[src/rtl/audio_pwm_player_if.sv]
// Sample strobe from the SPI audio receiver into the PWM player.
// Single-cycle push, no backpressure: the consumer drops samples it cannot store.
interface audio_pwm_player_if;
    logic        data_ready;
    logic [15:0] audio_in;

    modport master (output data_ready, output audio_in);
    modport slave  (input  data_ready, input  audio_in);
endinterface

[src/rtl/audio_pwm_player.sv]
// FIFO-buffered sample player: pops one sample per sample tick into a glitch-free PWM duty.
// Latency: pop -> next PWM period + 1 clk; no backpressure, full-FIFO writes drop and set overflow.
module audio_pwm_player #(
    parameter int CLK_HZ      = 25_000_000,
    parameter int SAMPLE_HZ   = 16_000,
    parameter int PWM_BITS    = 8,
    parameter int FIFO_DEPTH  = 16,
    parameter int START_LEVEL = 8
) (
    input  logic                        clk_25mhz,
    input  logic                        reset_n,
    audio_pwm_player_if.slave           snk,
    output logic                        pwm_out,
    output logic                        playing,
    output logic [$clog2(FIFO_DEPTH):0] fifo_level,
    output logic                        overflow,
    output logic                        underflow
);
    localparam int DIV = CLK_HZ / SAMPLE_HZ;
    localparam int TW  = (DIV > 1) ? $clog2(DIV) : 1;
    localparam int AW  = $clog2(FIFO_DEPTH);
    localparam int LW  = AW + 1;
    localparam logic [PWM_BITS-1:0] MID = {1'b1, {(PWM_BITS-1){1'b0}}};

    typedef enum logic {FILL, PLAY} state_t;

    state_t              state_q, state_d;
    logic [TW-1:0]       tick_cnt;
    logic [PWM_BITS-1:0] pwm_cnt;
    logic [PWM_BITS-1:0] duty_pending, duty_pending_d;
    logic [PWM_BITS-1:0] duty_active;
    logic [AW-1:0]       wr_ptr, rd_ptr;
    logic [15:0]         mem [FIFO_DEPTH];
    logic                sample_tick, full, empty, push, pop, set_unf;

    assign sample_tick = (tick_cnt == TW'(DIV - 1));
    assign full        = (fifo_level == LW'(FIFO_DEPTH));
    assign empty       = (fifo_level == '0);
    assign push        = snk.data_ready && !full;
    assign playing     = (state_q == PLAY);

    // Pop decisions use the pre-cycle level, so a same-cycle push into an empty FIFO is not seen.
    always_comb begin
        state_d        = state_q;
        duty_pending_d = duty_pending;
        pop            = 1'b0;
        set_unf        = 1'b0;
        case (state_q)
            FILL: begin
                duty_pending_d = MID;
                if (sample_tick && (fifo_level >= LW'(START_LEVEL))) begin
                    state_d = PLAY;
                end
            end
            PLAY: begin
                if (sample_tick) begin
                    if (!empty) begin
                        pop            = 1'b1;
                        duty_pending_d = PWM_BITS'((mem[rd_ptr] ^ 16'h8000) >> (16 - PWM_BITS));
                    end else begin
                        set_unf        = 1'b1;
                        duty_pending_d = MID;
                        state_d        = FILL;
                    end
                end
            end
            default: state_d = FILL;
        endcase
    end

    always_ff @(posedge clk_25mhz) begin
        if (push) begin
            mem[wr_ptr] <= snk.audio_in;
        end
    end

    always_ff @(posedge clk_25mhz) begin
        if (!reset_n) begin
            state_q      <= FILL;
            tick_cnt     <= '0;
            pwm_cnt      <= '0;
            duty_pending <= MID;
            duty_active  <= MID;
            pwm_out      <= 1'b0;
            wr_ptr       <= '0;
            rd_ptr       <= '0;
            fifo_level   <= '0;
            overflow     <= 1'b0;
            underflow    <= 1'b0;
        end else begin
            state_q      <= state_d;
            tick_cnt     <= sample_tick ? '0 : tick_cnt + 1'b1;
            duty_pending <= duty_pending_d;
            pwm_cnt      <= pwm_cnt + 1'b1;
            pwm_out      <= (pwm_cnt < duty_active);
            // Duty only changes at the period boundary so no period is ever truncated.
            if (pwm_cnt == '1) begin
                duty_active <= duty_pending;
            end
            if (push) begin
                wr_ptr <= wr_ptr + 1'b1;
            end
            if (pop) begin
                rd_ptr <= rd_ptr + 1'b1;
            end
            fifo_level <= fifo_level + LW'(push) - LW'(pop);
            if (snk.data_ready && full) begin
                overflow <= 1'b1;
            end
            if (set_unf) begin
                underflow <= 1'b1;
            end
        end
    end
endmodule

[src/flat_wrapper.sv]
// flat-port wrapper written by rule: the top's interface ports become plain ports
module audio_pwm_player_flat 
#(
    parameter int CLK_HZ      = 25_000_000,
    parameter int SAMPLE_HZ   = 16_000,
    parameter int PWM_BITS    = 8,
    parameter int FIFO_DEPTH  = 16,
    parameter int START_LEVEL = 8
)
  (clk_25mhz, reset_n, pwm_out, playing, fifo_level, overflow, underflow, snk_data_ready, snk_audio_in);
  audio_pwm_player_if snk_i ();
  input  logic clk_25mhz;
  input  logic reset_n;
  output logic pwm_out;
  output logic playing;
  output logic [$clog2(FIFO_DEPTH):0] fifo_level;
  output logic overflow;
  output logic underflow;
  input wire logic [$bits(snk_i.data_ready)-1:0] snk_data_ready;
  input wire logic [$bits(snk_i.audio_in)-1:0] snk_audio_in;
  assign snk_i.data_ready = snk_data_ready;
  assign snk_i.audio_in = snk_audio_in;
  audio_pwm_player #(.CLK_HZ(CLK_HZ), .SAMPLE_HZ(SAMPLE_HZ), .PWM_BITS(PWM_BITS), .FIFO_DEPTH(FIFO_DEPTH), .START_LEVEL(START_LEVEL)) u_core (.clk_25mhz(clk_25mhz), .reset_n(reset_n), .snk(snk_i), .pwm_out(pwm_out), .playing(playing), .fifo_level(fifo_level), .overflow(overflow), .underflow(underflow));
endmodule
[config.mk]
export PLATFORM = sky130hd
export DESIGN_NAME = audio_pwm_player_flat
export DESIGN_NICKNAME = d
export VERILOG_FILES = /design/src/rtl/audio_pwm_player_if.sv /design/src/rtl/audio_pwm_player.sv /design/src/flat_wrapper.sv
export SDC_FILE = /design/constraint.sdc
export NUM_CORES = 1
export LEC_CHECK = 0
export CORE_MARGIN = 5
export CORE_UTILIZATION = 55
export DETAILED_ROUTE_END_ITERATION = 16
export PLACE_DENSITY = 0.73
export SYNTH_ARGS = -nofsm -noshare
export SYNTH_HDL_FRONTEND = slang
export SYNTH_SLANG_ARGS = --single-unit
export TNS_END_PERCENT = 5
[constraint.sdc]
create_clock -name clk_25mhz -period 3.8 [get_ports clk_25mhz]
set_clock_uncertainty 0.2 [all_clocks]
set_input_delay 1.14 -clock clk_25mhz [delete_from_list [all_inputs] [get_ports clk_25mhz]]
set_output_delay 1.14 -clock clk_25mhz [all_outputs]
set_load 0.05 [all_outputs]
### After elaboration in Yosys (flattened, before gate mapping)

Memory sizes are Yosys's and may differ from the RTL's. A register that Yosys moved wholly into a read port is not among the register bits.
Index checks and enable logic that the tools add are counted.

| word-level totals | value |
|---|---|
| logic and storage cells | 49 |
| memory bits (read-only) | 0 |
| bits in writable memories | 256 |
| register bits after elaboration | 52 |
| input bits | 19 |
| memories kept | 1 |
| latch bits | 0 |

| operators by class | value |
|---|---|
| bitwise gates (word level) | 3 |
| equality and inequality tests | 4 |
| magnitude comparators | 2 |
| reductions and logical operators | 6 |
| shift operators | 0 |
| multipliers | 0 |
| divide/modulo/power cells | 0 |
| add/subtract/negate cells | 6 |
| muxes and demuxes | 16 |

Memory list:

| memory | words | bits a word | rd ports | clocked after memory_dff | write ports | line | RTL |
|---|---|---|---|---|---|---|---|
| u_core.mem | 16 | 16 | 1 | 1 | 1 | audio_pwm_player.sv:33 | `logic [15:0] mem [FIFO_DEPTH];` |

Operators with widths:

| operator | number |
|---|---|
| $mux 8 | 2 |
| $pmux 8 s2 | 1 |
| $add 11x1->11 const B | 1 |
| $eq 11x11->1 const B | 1 |
| $mux 1 | 10 |
| $add 4x1->4 const B | 2 |
| $add 8x1->8 const B | 1 |
| $eq 8x8->1 const B | 1 |
| $lt 8x8->1 | 1 |
| $mux 4 | 2 |
| $add 5x1->5 | 1 |
| $eq 5x5->1 const B | 1 |
| $ge 5x4->1 const B | 1 |
| $logic_not 5->1 | 1 |
| $sub 5x1->5 | 1 |
| $logic_and 1x1->1 | 3 |
| $not 1->1 | 3 |
| $ne 2x2->1 const B | 1 |
| $pmux 1 s2 | 1 |
| $reduce_or 2->1 | 1 |
| $logic_not 1->1 | 1 |

### Longest topological paths before layout

Gate-level depths: netlist of run 1.

| depth | value |
|---|---|
| word-level depth | 6 |
| depth in mapped cells | 15 |

### Worst setup path before layout of run 1

No wires, ideal clock.

| path | value |
|---|---|
| path kind | flip-flop to flip-flop |
| from | reg u_core.fifo_level[2] |
| to | reg u_core.fifo_level[4] |
| clock period less this slack | 3,220 ps |
| cell stages (with the launch flop) | 14 |
| path slack | 580 ps |
| arrival time | 2,888 ps |
| cells stage by stage | dfxtp_1 > inv_1 > ha_1 > nor4b_1 > nand2b_1 > or3_1 > nand2_1 > ha_1 > inv_1 > fa_1 > nand2b_1 > a21oi_1 > or3_1 > a21oi_1 |

| on the way | value |
|---|---|
| cells in the longest elaborated chain, start to end | 5 |
| elaborated cells on any way between the ends | 9 |

RTL lines:

| what | line | RTL |
|---|---|---|
| start: declaration | audio_pwm_player.sv:15 | `output logic [$clog2(FIFO_DEPTH):0] fifo_level,` |
| start signal: assignment | audio_pwm_player.sv:106 | `fifo_level <= fifo_level + LW'(push) - LW'(pop);` |
| $eq 5x5->1 or $logic_not 5->1 (tied branches) | audio_pwm_player.sv:37, audio_pwm_player.sv:38 |  |
| $logic_not 1->1 or $mux 1 (tied branches) | audio_pwm_player.sv:39, audio_pwm_player.sv:57 |  |
| $logic_and 1x1->1 or $mux 1 (tied branches) | audio_pwm_player.sv:39, audio_pwm_player.sv:56 |  |
| $add 5x1->5 or $mux 1 (tied branches) | audio_pwm_player.sv:106, audio_pwm_player.sv:48 |  |
| $sub 5x1->5 (*) | audio_pwm_player.sv:106 |  |

Mark *: on every way between the ends. The rest lies on a longest branch, timed or not.
A chain may end at the register's enable or synchronous reset.

### Final worst setup path of run 1

| path | value |
|---|---|
| from | reg u_core.tick_cnt[6] |
| to | reg u_core.fifo_level[4] |

| on the way | value |
|---|---|
| cells in the longest elaborated chain, start to end | 4 |

RTL lines:

| what | line | RTL |
|---|---|---|
| start: declaration | audio_pwm_player.sv:28 | `logic [TW-1:0] tick_cnt;` |
| start signal: assignment | audio_pwm_player.sv:92 | `tick_cnt <= sample_tick ? '0 : tick_cnt + 1'b1;` |
| $eq 11x11->1 | audio_pwm_player.sv:36 | `assign sample_tick = (tick_cnt == TW'(DIV - 1));` |
| $mux 1 | audio_pwm_player.sv:56 | `if (sample_tick) begin` |
| $mux 1 | audio_pwm_player.sv:48 | `case (state_q)` |
| $sub 5x1->5 | audio_pwm_player.sv:106 |  |

No other way between the ends.

==> results of run 1 <==
registers in the layout, summed over array words and instances, names as in the netlist, 4 cells and up, named ones only:
name,cells
u_core.rd_ptr,4
u_core.mem,128
u_core.pwm_cnt,8
u_core.tick_cnt,11
u_core.fifo_level,5
u_core.duty_pending,8
u_core.duty_active,8
u_core.wr_ptr,4
final cells by class:
class | instances | area, um2
sequential | 184 | 4966
clock inverter | 15 | 132.6
fill | 974 | 4741
clock buffer | 17 | 425.4
tap | 176 | 220.2
timing repair buffer | 43 | 382.9
multi-input combinational | 280 | 2341
inverter | 23 | 86.33
worst paths after layout:
path / startpoint / endpoint / slack, ns / cells after the start
hold / removal: u_core.duty_pending[0] / u_core.duty_active[0] / 0.25 / 2
setup reg to reg: u_core.tick_cnt[6] / u_core.fifo_level[4] / 0.41 / 11
hold reg to reg: u_core.duty_pending[0] / u_core.duty_active[0] / 0.25 / 2
setup / recovery: u_core.tick_cnt[6] / u_core.fifo_level[4] / 0.41 / 11
routing by layer:
| layer | GRT usage, % | wire (um) | vias to the layer above |
|---|---|---|---|
| met5 | 0 | 0 | - |
| li1 | - | - | 2006 |
| met1 | 24.41 | 6185 | 2101 |
| met2 | 30.39 | 6949 | 90 |
| met3 | 4.666 | 568 | 17 |
| met4 | 5.868 | 207 | 0 |
cells by family (layout without fill, tap and decap cells):
family / Yosys count / in the layout
simple gates: 142 / 142
fa+ha+maj: 23 / 23
flops: 184 / 184
mux: 50 / 50
buf+inv: 45 / 98
xor+xnor: 18 / 18
compound gates: 47 / 47
report_power, final:
part	leakage [nW]	switching (mW)	total (mW)	internal [mW]
clock	0.277	0.797	1.66	0.866
sequential	1.61	0.0391	2.25	2.21
combinational	0.967	0.261	0.439	0.178
metrics by stage:
step,power (mW),instance area [um2],cells,util [%],hold WS (ns)
finish,4.348,8554,738,64.34,0.2540
global route,4.514,8554,738,64.34,0.2750
CTS,4.379,8554,738,64.34,0.2558
detailed placement,2.734,7996,706,60.14,0.2449
global placement,2.711,7996,706,60.14,0.2428
floorplan,2.572,7471,509,-,0.2252
Yosys cell counts, types with 2 or more instances:
master / n
inv_1: 22
nor2_1: 42
nand2b_1: 6
mux2i_1: 2
o31ai_1: 2
clkbuf_1: 12
nor4_1: 4
mux2_2: 16
ha_1: 22
dfxtp_1: 56
a31oi_1: 2
buf_1: 8
and3_1: 2
and2_1: 3
nand4_1: 9
a21oi_1: 23
mux4_2: 32
a21o_1: 2
o21ai_0: 13
nand3_1: 37
edfxtp_1: 128
nand2_1: 20
nor3_1: 8
xnor2_1: 10
or3_1: 5
xor2_1: 8
buf_2: 2
worst reg2reg max path, stage by stage, from the launching register on:
cell and delay [ns]:
dfxtp_1 0.36, or4b_1 0.58, or4_1 0.48, or3_1 0.42, nand2_1 0.08, ha_1 0.17, inv_1 0.06, fa_1 0.39
nand2b_1 0.16, a21oi_1 0.17, or3_1 0.13, a21oi_1 0.06
==> metrics.txt, run 1 <==
first-pass GRT wire length 22590 um; Buf+Inv Stages, Crit Path 1; CP peak stage delay 0.58 ns; CORE AREA 0.01330 mm2; postcts setup bufs 0; largest family of logic cells by synthesized area multiplexers; Via Count 4214; LEAKAGE 2.854 nW; mux contribution to synthesized area 12.33%; PortBufs 19; Post-Syn Instances 509; Primary FF master, synth edfxtp_1; Clock Latency Late Sink 0.43 ns; All-Layer GR Usage 18.49%; Routed Antenna Nets 0; Die Span X 126.6 um; Mapped Area 0.007471 mm2; P per Cell Area 508.2 mW/mm2; worst slack, placed 0.3401 ns; pins over their slew limit 0; Crit. End Element register; status finished, final reports clean; Adder-Cell Fraction of Synth Area 3.952%; initial antenna violation count 0; gr ovfl total 0; syn_nets 551; setup TNS 0 ns; RSZ-0062 raised after global routing false; DP Wirelength 9031 um; synth warn 0; Yosys top cell by area edfxtp_1; CTS Buf Count 17; critical path fanouts, max 5; io pins 28; area fraction in compound gates after synthesis 3.534%; area share of xor/xnor cells in the synthesized design 2.110%; WP data arrival 3.50 ns; number of synthesized flops with an enable pin 128; final setup vio count 0; Max-Cap Viols 0; FMAX 294.7 MHz; Top Family by Delay on Critical Path simple AND/OR/NAND/NOR gates; Peak VDD IR 0.4326 mV; Avg Cell Area, Syn 14.68 um2; Slew headroom 39.43%; vias in the first global route 4193; minimum clock period 3.393 ns; largest net degree at the start of global routing 35; ratio of cells with drive above 1 in the final layout 18.86%; count of cell types in the netlist 40; DRT Wirelength 13910 um; DR WL/cell 18.85 um; Hold Buf Count CTS 0; H-tree levels 4; Crit Path Category register to register; Via density 5.710; Layout Nets 591; crit path launch type register; Slowest cell on crit path or4b_1; Synth Register Bits 184; commonest cells after routing, fill and taps aside edfxtp_1 (128), dfxtp_1 (55), nor2_1 (42); initial drt markers 292; clk buf depth 2; Fin. Hold Viols 0; die area 0.01601 mm2; CP cell instances or4b_1 > or4_1 > or3_1 > nand2_1 > ha_1 > inv_1 > fa_1 > nand2b_1 > a21oi_1 > or3_1 > a21oi_1; Worst Tran Pin Value 0.8959 ns; top cells by area, synth edfxtp_1 (51%), dfxtp_1 (15%), mux4_2 (9.6%); clk slew on worst S/H paths 0.07 ns; FP Rows 42; gpl congestion 0.8004; CTS sink count 184; Post-synth ARST share 0%; Synth top area share 51.45%; Residual DRC 0; first-pass detailed-route iteration total 5; die height 126.6 um; antenna cell count 0; CTS tree built; Starting Density 56.19%; Root Buffer Master clkbuf_16; PnR worst setup slack 0.4071 ns; HP Class register to register; sequential share of the synthesized area 66.45%; Area Growth Syn to Fin 14.50%; Crit path required time 3.90 ns; commonest non-fill, non-tap cell in the layout edfxtp_1; fin crit share 89.29%; simple-gate share of the synthesized area 9.328%; # resized after CTS 0
Note: power is estimated with default switching activity, not from simulation.
==> run 2: changes to the inputs <==
- CTS_CLUSTER_DIAMETER: default -> 100
- GPL_TIMING_DRIVEN: default -> 0
==> metrics.txt, run 2 (synthesized netlist as in run 1, its figures left out) <==
gr ovfl total 0 (unchanged); P per Cell Area 520.0 mW/mm2 (was 508.2 mW/mm2); reg2reg end u_core.fifo_level[4] (unchanged); FP Rows 42 (unchanged); die height 126.6 um (unchanged); Max-Cap Viols 0 (unchanged); Top reg by flops u_core.mem (unchanged); initial drt markers 362 (was 292); initial antenna violation count 0 (unchanged); clk buf depth 2 (unchanged); Peak VDD IR 0.5186 mV (was 0.4326 mV); Worst Tran Pin Value 1.327 ns (was 0.8959 ns); commonest cells after routing, fill and taps aside edfxtp_1 (128), dfxtp_1 (56), nor2_1 (42) (was edfxtp_1 (128), dfxtp_1 (55), nor2_1 (42)); Residual DRC 0 (unchanged); PortBufs 19 (unchanged); Worst R2R Path Depth 12 (was 11); CP cell instances clkdlybuf4s50_1 > and2_1 > clkbuf_1 > nand2_1 > nor3_1 (was or4b_1 > or4_1 > or3_1 > nand2_1 > ha_1 > inv_1 > fa_1 > nand2b_1 > a21oi_1 > or3_1 > a21oi_1); fin crit share 91.74% (was 89.29%); FMAX 286.8 MHz (was 294.7 MHz); clk slew on worst S/H paths 0.07 ns (about the same); gpl congestion 0.8033 (was 0.8004); Via Count 4218 (was 4214); Crit. End Element register (unchanged); Final Hold Slack 0.2643 ns (was 0.2540 ns); Routed Antenna Nets 0 (unchanged); CTS tree built (unchanged); CP peak stage delay 1.02 ns (was 0.58 ns); crit path to u_core.mem[1][8] (was u_core.fifo_level[4]); Fin. Hold Viols 0 (unchanged); commonest non-fill, non-tap cell in the layout edfxtp_1 (unchanged); CTS sink count 184 (unchanged); CTS Buf Count 17 (unchanged); Root Buffer Master clkbuf_16 (unchanged); io pins 28 (unchanged); ratio of cells with drive above 1 in the final layout 14.62% (was 18.86%); setup slack, reg-to-reg 0.39 ns (was 0.41 ns); first-pass GRT wire length 22630 um (was 22590 um); CORE AREA 0.01330 mm2 (unchanged); Layout Nets 590 (was 591); RSZ-0062 raised after global routing false (unchanged); DR WL/cell 19.14 um (was 18.85 um); DRT Wirelength 14100 um (was 13910 um); final setup vio count 0 (unchanged); vias in the first global route 4184 (was 4193); max FFs per register 128 (unchanged); critical path fanouts, max 8 (was 5); H-tree levels 4 (unchanged); # resized after CTS 0 (unchanged); Hold Buf Count CTS 0 (unchanged); largest net degree at the start of global routing 17 (was 35); Hold Crit Start u_core.duty_pending[0] (unchanged); pins over their slew limit 0 (unchanged); crit path launch type input pin (was register); All-Layer GR Usage 18.79% (was 18.49%); Slew headroom 10.82% (was 39.43%); worst slack, placed -0.2142 ns (was 0.3401 ns); HP Class register to register (unchanged); antenna cell count 0 (unchanged); minimum clock period 3.486 ns (was 3.393 ns); Area Growth Syn to Fin 13.36% (was 14.50%); DP Wirelength 9389 um (was 9031 um); Crit path required time 3.64 ns (was 3.90 ns); WP data arrival 3.33 ns (was 3.50 ns); first-pass detailed-route iteration total 5 (unchanged); LEAKAGE 2.761 nW (was 2.854 nW); die area 0.01601 mm2 (unchanged); Reg-to-Reg Start u_core.tick_cnt[6] (unchanged); biggest regs u_core.mem x128, u_core.tick_cnt x11 (unchanged); status finished, final reports clean (unchanged); Die Span X 126.6 um (unchanged); PnR worst setup slack 0.3137 ns (was 0.4071 ns); Slowest cell on crit path nor3_1 (was or4b_1); Clock Latency Late Sink 0.43 ns (about the same); Starting Density 56.19% (unchanged); Crit Path Category input pin to register (was register to register); Worst Setup SP snk_data_ready (was u_core.tick_cnt[6]); postcts setup bufs 0 (unchanged); Power Total 4.404 mW (was 4.348 mW); Via density 5.723 (was 5.710)
-- run 2: critical path: cells and delay by family --
family	cells	cell delay, ns
and+or+nand+nor	3	1.34
buffers and inverters	2	0.84
-- run 2: report_power, final --
part	switching (mW)	internal [mW]	total, mW
Combinational	0.260	0.170	0.430
Sequential	0.0380	2.21	2.25
Clock	0.753	0.975	1.73
Total	1.05	3.35	4.40
-- run 2: routing by layer --
metal  up-vias  track usage [%]  part of all wire [%]
met3        15            5.759                   4.7
met5         -                0                     0
met4         0            6.057                   1.5
met2       112            30.39                    51
met1      2091            24.51                    43
li1       2000                -                     -
-- run 2: worst min-delay path by stage --
stage / to / slack, ns / depth (start not counted)
final: u_core.duty_active[0] / 0.26 / 2
after global routing: u_core.tick_cnt[0] / 0.29 / 1
after CTS: u_core.duty_active[0] / 0.26 / 2
after detailed placement: u_core.duty_active[0] / 0.25 / 2
after global placement: u_core.duty_active[0] / 0.24 / 2
after floorplan: u_core.pwm_cnt[0] / 0.23 / 1
-- run 2: cell type report --
class | instances | area, um2
fillers | 937 | 4826
repair buffers | 20 | 197.7
inverters | 23 | 86.33
plain buffers | 22 | 85.08
well taps | 176 | 220.2
flip-flops and latches | 184 | 4965
multi-input cells | 280 | 2340
clock inverters | 13 | 142.6
clock buffers | 19 | 432.9
-- run 2: stage by stage --
step                util [%]  instances  area, um2  setup TNS [ns]
finish                 63.70        737       8469               0
global route           63.70        737       8469               0
CTS                    63.66        737       8464               0
detailed placement     59.34        705       7889          -2.736
global placement       59.28        704       7881          -4.217
floorplan                  -        509       7471               0
